$ cat src/rtl/urx_frame_parser.sv
// Receive-side framing stage: hunts for SOF, collects a length-prefixed payload,
// verifies an additive checksum and commits good payloads into a double-buffered store.
module urx_frame_parser #(
  parameter logic [7:0]  SOF          = 8'hA5,
  parameter int unsigned MAX_LEN      = 16,
  parameter int unsigned TIMEOUT_CLKS = 500000
) (
  input  logic       clk,
  input  logic       rst_n,
  input  logic [7:0] rx_dat,
  input  logic       rx_ok,
  input  logic [3:0] rd_addr,
  output logic [7:0] rd_dat,
  output logic [4:0] frm_len,
  output logic       frm_ok,
  output logic       frm_err,
  output logic [1:0] err_code,
  output logic [7:0] frm_cnt,
  output logic       busy
);

  localparam int unsigned AW = $clog2(MAX_LEN);
  localparam int unsigned CW = $clog2(TIMEOUT_CLKS + 1);

  typedef enum logic [1:0] {S_HUNT, S_LEN, S_PAY, S_CHK} state_t;

  state_t          state;
  logic            bank_sel;
  logic [4:0]      len;
  logic [7:0]      sum;
  logic [AW-1:0]   idx;
  logic [CW-1:0]   idle_cnt;
  logic [7:0]      mem [2*MAX_LEN];
  logic            timeout_c;
  logic            wr_en_c;

  assign timeout_c = (state != S_HUNT) && !rx_ok && (idle_cnt == CW'(TIMEOUT_CLKS - 1));
  assign wr_en_c   = rx_ok && (state == S_PAY);

  // Payload storage; the staging bank is always the one not selected for reads.
  always_ff @(posedge clk) begin
    if (wr_en_c) mem[{~bank_sel, idx}] <= rx_dat;
  end

  always_ff @(posedge clk or negedge rst_n) begin
    if (!rst_n) rd_dat <= 8'd0;
    else        rd_dat <= mem[{bank_sel, rd_addr[AW-1:0]}];
  end

  // Inter-byte idle counter, only meaningful inside a frame.
  always_ff @(posedge clk or negedge rst_n) begin
    if (!rst_n)                         idle_cnt <= '0;
    else if (rx_ok || state == S_HUNT)  idle_cnt <= '0;
    else                                idle_cnt <= idle_cnt + CW'(1);
  end

  // Frame FSM; busy is updated alongside every state change so it mirrors the state register.
  always_ff @(posedge clk or negedge rst_n) begin
    if (!rst_n) begin
      state    <= S_HUNT;
      bank_sel <= 1'b0;
      len      <= 5'd0;
      sum      <= 8'd0;
      idx      <= '0;
      frm_len  <= 5'd0;
      frm_ok   <= 1'b0;
      frm_err  <= 1'b0;
      err_code <= 2'd0;
      frm_cnt  <= 8'd0;
      busy     <= 1'b0;
    end else begin
      frm_ok  <= 1'b0;
      frm_err <= 1'b0;
      if (timeout_c) begin
        state    <= S_HUNT;
        busy     <= 1'b0;
        frm_err  <= 1'b1;
        err_code <= 2'd3;
      end else if (rx_ok) begin
        case (state)
          S_HUNT: begin
            if (rx_dat == SOF) begin
              state <= S_LEN;
              busy  <= 1'b1;
            end
          end
          S_LEN: begin
            len <= 5'(rx_dat);
            sum <= rx_dat;
            idx <= '0;
            if (rx_dat > 8'(MAX_LEN)) begin
              state    <= S_HUNT;
              busy     <= 1'b0;
              frm_err  <= 1'b1;
              err_code <= 2'd2;
            end else if (rx_dat == 8'd0) begin
              state <= S_CHK;
            end else begin
              state <= S_PAY;
            end
          end
          S_PAY: begin
            sum <= sum + rx_dat;
            idx <= idx + AW'(1);
            if (5'(idx) == len - 5'd1) state <= S_CHK;
          end
          S_CHK: begin
            state <= S_HUNT;
            busy  <= 1'b0;
            if (rx_dat == sum) begin
              bank_sel <= ~bank_sel;
              frm_len  <= len;
              frm_cnt  <= frm_cnt + 8'd1;
              frm_ok   <= 1'b1;
            end else begin
              frm_err  <= 1'b1;
              err_code <= 2'd1;
            end
          end
          default: begin
            state <= S_HUNT;
            busy  <= 1'b0;
          end
        endcase
      end
    end
  end

endmodule

$ cat config.mk
export PLATFORM = sky130hd
export DESIGN_NAME = urx_frame_parser
export DESIGN_NICKNAME = d
export VERILOG_FILES = /design/src/rtl/urx_frame_parser.sv
export SDC_FILE = /design/constraint.sdc
export NUM_CORES = 1
export LEC_CHECK = 0
export ABC_AREA = 1
export CAP_MARGIN = 40
export CORE_MARGIN = 2
export CORE_UTILIZATION = 61
export DETAILED_ROUTE_END_ITERATION = 10
export DONT_BUFFER_PORTS = 1
export PLACE_DENSITY = 0.85
export REMOVE_ABC_BUFFERS = 1
export SKIP_LAST_GASP = 1
export SLEW_MARGIN = 15
export SYNTH_ARGS = -nofsm -noshare
export SYNTH_HDL_FRONTEND = slang
export SYNTH_SLANG_ARGS = --single-unit
$ cat constraint.sdc
create_clock -name clk -period 2.88 [get_ports clk]
set_clock_uncertainty 0.1 [all_clocks]
set_input_delay 0.72 -clock clk [delete_from_list [all_inputs] [get_ports clk]]
set_output_delay 0.72 -clock clk [all_outputs]
set_load 0.02 [all_outputs]
### Word level (Yosys, flattened, before mapping)

Memories as Yosys holds them, arrays and structs flattened. A register that Yosys moved wholly into a read port is not among the register bits.
Cells that the tools add are included.

| storage, ports and cells | value |
|---|---|
| register bits | 57 |
| bits in writable memories | 256 |
| input bits | 15 |
| output and inout port bits | 26 |
| word-level logic and storage cells | 82 |
| memories | 1 |

Memory list:

| name | words | width | rd ports | clocked after Yosys merged registers in | write ports | line | RTL |
|---|---|---|---|---|---|---|---|
| mem | 32 | 8 | 1 | 1 | 1 | 33 | `logic [7:0] mem [2*MAX_LEN];` |

| cells by class | value |
|---|---|
| $add $sub $neg | 5 |
| $lt $le $gt $ge | 1 |
| equal/unequal tests | 11 |
| multiplexer cells | 31 |
| bitwise gates (word level) | 2 |
| reduce and logical (&&, ||, !) cells | 19 |

Operator list:

| kind | number |
|---|---|
| 19-bit by 1-bit adder with 19-bit output (second input constant) | 1 |
| 19-bit equality test (second input constant) | 1 |
| 19-bit two-way mux | 1 |
| 2-bit two-way mux | 9 |
| 8-bit case mux with 2 select lines | 1 |
| 1-bit two-way mux | 15 |
| 4-bit AND reduction | 3 |
| 3-bit AND reduction | 3 |
| 8-bit by 1-bit adder with 8-bit output (second input constant) | 1 |
| 8-bit adder | 1 |
| 8-bit equality test | 1 |
| 8-bit equality test (second input constant) | 1 |
| 8-bit by 5-bit greater-than comparator with 1-bit output (second input constant) | 1 |
| 8-bit zero test | 1 |
| 2-bit case mux with 4 select lines | 1 |
| 4-bit case mux with 2 select lines | 1 |
| 3-bit by 2-bit != test with 1-bit output (second input constant) | 2 |
| 3-bit != test (second input constant) | 2 |
| 2-bit nonzero test | 3 |
| 4-bit by 5-bit equality test with 1-bit output | 1 |
| 5-bit by 1-bit subtractor with 5-bit output (second input constant) | 1 |
| 4-bit by 1-bit adder with 4-bit output (second input constant) | 1 |
| 2-bit equality test (second input constant) | 2 |
| 2-bit case mux with 2 select lines | 1 |
| 10 further kinds | 14 |

### Depth between registers and ports, before layout

| logic depth | value |
|---|---|
| word-level depth | 6 |
| mapped depth | 12 |
| depth with buffers taken out | 12 |

### Least setup slack after synthesis

No wires, ideal clock.

| path | value |
|---|---|
| path type | input -> register |
| from | in rx_dat[3] |
| to | reg frm_len[0] |
| library setup time | 0.119 ns |
| arrival | 1.927 ns |
| setup slack | 0.733 ns |
| stages | 8 |
| buffers on the path | 1 |
| cells stage by stage | ha_1 nor3_1 nand3_2 nor2_4 nand2_2 buf_6 nand2_1 o21ai_2 |

| on the way | value |
|---|---|
| cells in the longest elaborated chain, start to end | 2 |

Ends and longest elaborated chain:

| element | line | RTL |
|---|---|---|
| start, declared | 10 | `input logic [7:0] rx_dat,` |
| 8-bit equality test | 110 | `if (rx_dat == sum) begin` |
| 4-bit AND reduction (no line) | - |  |
| end signal, assigned | 112 | `frm_len <= len;` |
| end, declared | 14 | `output logic [4:0] frm_len,` |

No other way between the ends.
A chain may end at the register's enable or synchronous reset.

### Worst setup path in the final report

| path | value |
|---|---|
| from | reg state[0] |
| to | mem mem[7][0] (enable) |

| on the way | value |
|---|---|
| cells in the longest elaborated chain, start to end | 4 |

Ends and longest elaborated chain:

| element | line | RTL |
|---|---|---|
| start, declared | 27 | `state_t state;` |
| start signal, assigned | 60 | `state <= S_HUNT;` |
| start signal, assigned | 75 | `state <= S_HUNT;` |
| start signal, assigned | 83 | `state <= S_LEN;` |
| 2-bit equality test | 38 | `assign wr_en_c = rx_ok && (state == S_PAY);` |
| 1-bit logical AND | 38 |  |
| 1-bit two-way mux | 42 | `if (wr_en_c) mem[{~bank_sel, idx}] <= rx_dat;` |
| 1-bit two-way mux (implied by the code) | 42 |  |
| end, declared | 33 |  |

No other way between the ends.

==> metrics.txt <==
Placeable Area 0.02257 mm2; cells along the critical path inv_1 -> ha_1 -> nand2_1 -> inv_1 -> nand2_1 -> nor2_1; CTS tree yes; drt pass-1 iters 5; reg2reg end mem[7][0]; final setup fails 0; HP Start rx_dat[3]; IO Port Bufs 0; reg2reg start state[0]; share of layout cells above drive strength 1 9.000%; Worst VDD drop 0.0004766 V; Starting Density 62.02%; RSZ-0062 raised after global routing false; routed via count 9678; Final TNS setup 0 ps; clock buffer depth 3; initial antenna violation count 0; DIE WIDTH 155.5 um; Gate power share 12.7%; CTS Sinks 321; final slew viol count 0; drt wl/cell 20.60 um; Initial DRC Count 1283; asr flop ratio synth 20.25%; first-pass GRT wire length 51210 um; antenna-violating nets left 0; worst slew pin tran 919.2 ps; number of synthesized flops with an enable pin 256; Yosys reg bits 321; crit end category flip-flop; Worst Hold Path Cells 0; Post-DP Area 0.01432 mm2; clk root buf clkbuf_16; vias in the first global route 9608; Placer Congestion 0.8766; Hold Fails Final Rpt 0; drt drc 0; H-tree Lvls 2; clock period minus worst slack 2571 ps; Worst EP arrival 2620 ps; total power 10.90 mW; Psw 2.846 mW; Int Pwr 8.056 mW; Startpoint Class flip-flop; Post-Syn Instances 1257; site row count 55; largest net degree at the start of global routing 130; Leakage 5.681 nW; Max Cap Viol 0; main flop type after synthesis edfxtp_1; Hold Path Sink mem[22][3]; CTS clk-pin slew, worst paths 60 ps; final instance area 0.01542 mm2; Hold Crit Class primary input to flip-flop; fmax 0.3890 GHz; Reg2Reg Depth 6; I/O pins 41; drt via density 6.106; slowest stage delay, CP 720 ps; Req. time, crit path 2930 ps; CP max stage cell nor2_1; Synth warnings 0; mapped cell area 0.01400 mm2; post-synthesis sequential area ratio 66.54%; final net count 1309; Setup Fix Bufs, Post-CTS 0; worst skew pair latency 520 ps; GRT Util Overall 27.32%; kind of critical path flip-flop to flip-flop; Post-Route WL 32650 um; PD cells 707.2 mW/mm2; CTS Buf Count 34; status finished clean; Reg2Reg Setup Slack 310 ps; syn_area_per_cell 11.14 um2; Clk network pwr share 37.9%; Die Footprint 0.02418 mm2; diodes inserted 0; total grt overflow 0; die height 155.5 um; fin crit share 89.27%; # hold bufs at CTS 2; switching share of power 26.10%; post_cts resized 0; relative slew slack 38.50%; Layout fillers 1535; Layout Area Growth over Synthesis 10.13%; power share of the sequential group 49.3%; crit-path max FO 8; dpl hpwl 19280 um; Synth cell types 41
logic make-up (layout without fill, tap and decap cells):
logic type      after synthesis  after routing  synth area share (%)
buf+inv                     129            172                 4.246
xor+xnor                     22             22                 1.377
flops                       321            321                 66.54
simple gates                537            537                 16.03
fa+ha+maj                    20             20                 1.841
compound gates              228            228                 9.975
how the worst max path moves through the flow:
stage                           from         end  cells past startpoint
final                       state[0]   mem[7][0]                      6
after global routing        state[0]  mem[31][3]                      6
after CTS                   state[0]   mem[7][0]                      6
after detailed placement    state[0]  mem[30][2]                      6
after global placement      state[0]   mem[7][0]                      6
after floorplan           rd_addr[0]   rd_dat[0]                      9
routing by layer:
layer | GRT usage, % | routed length [um] | part of all wire, %
met2 | 44.33 | 15660 | 48
met3 | 5.933 | 3505 | 11
met4 | 10.79 | 991 | 3.0
met5 | 0 | 0 | 0
met1 | 36.46 | 12490 | 38
cells in the mapped netlist (7+ instances only):
library cell	n	area, um2
edfxtp_1	256	7687
nor2_1	212	795.8
nand2_1	205	769.5
o21ai_0	112	560.5
nand3_1	76	380.4
dfrtp_1	65	1627
inv_1	63	236.5
a21oi_1	35	175.2
clkbuf_1	26	97.59
o211ai_1	26	195.2
o221ai_1	25	219.0
ha_1	19	237.7
nand4_1	16	100.1
buf_2	15	75.07
xor2_1	15	131.4
buf_4	8	60.06
buf_6	8	90.09
o21ai_1	8	40.04
o31ai_2	8	100.1
nor3_1	7	35.03
xnor2_1	7	61.31
power groups by stage:
stage               sequential (mW)  clock, mW  combinational [mW]
CTS                            5.37       4.15                1.38
detailed placement             5.47          0                1.33
global route                   5.40       4.33                1.59
floorplan                      5.42          0                1.04
global placement               5.46          0                1.28
finish                         5.38       4.14                1.39
cell type report:
| class | count | area, um2 | share of cell area, % |
|---|---|---|---|
| clock buffers | 47 | 930.9 | 6.038 |
| clock inverters | 15 | 125.1 | 0.8116 |
| inverters | 70 | 264.0 | 1.713 |
| multi-input cells | 807 | 4090 | 26.53 |
| flip-flops and latches | 321 | 9314 | 60.42 |
| well taps | 285 | 356.6 | 2.313 |
| repair buffers | 40 | 335.3 | 2.175 |
state kept, by name (all words and copies together) (netlist names), 2 cells and up:
signal and count:
rd_dat 8, mem 256, err_code 2, idx 4, len 5, frm_len 5, state 2, idle_cnt 19
frm_cnt 8, sum 8
critical path: cells and delay by family (launching register included):
kind                     cells  cell delay (ps)
buffers and inverters        2              250
flip-flops                   1              440
adder cells (fa/ha/maj)      1              300
AND/OR/NAND/NOR              3             1100
cell usage in the layout (no fill, tap or decap), types with 15 or more instances in the layout:
master,netlist,routed
o221ai_1,25,25
nand2_1,205,205
nor2_1,212,212
xor2_1,15,15
inv_1,63,63
ha_1,19,19
dfrtp_1,65,65
edfxtp_1,256,256
clkbuf_16,0,35
nand3_1,76,76
buf_4,8,37
o21ai_0,112,112
o211ai_1,26,26
a21oi_1,35,35
nand4_1,16,16
metrics by stage:
step	setup WS (ps)	utilization [%]	std cells	hold slack, ps
final	309.1	68.30	1585	174.1
after global routing	196.7	68.30	1585	176.1
after CTS	408.1	68.30	1585	174.6
after detailed placement	416.7	63.45	1521	325.9
after global placement	430.6	63.45	1521	326.3
after floorplan	471.5	-	1198	324.4
(Power assumes the default switching activity.)
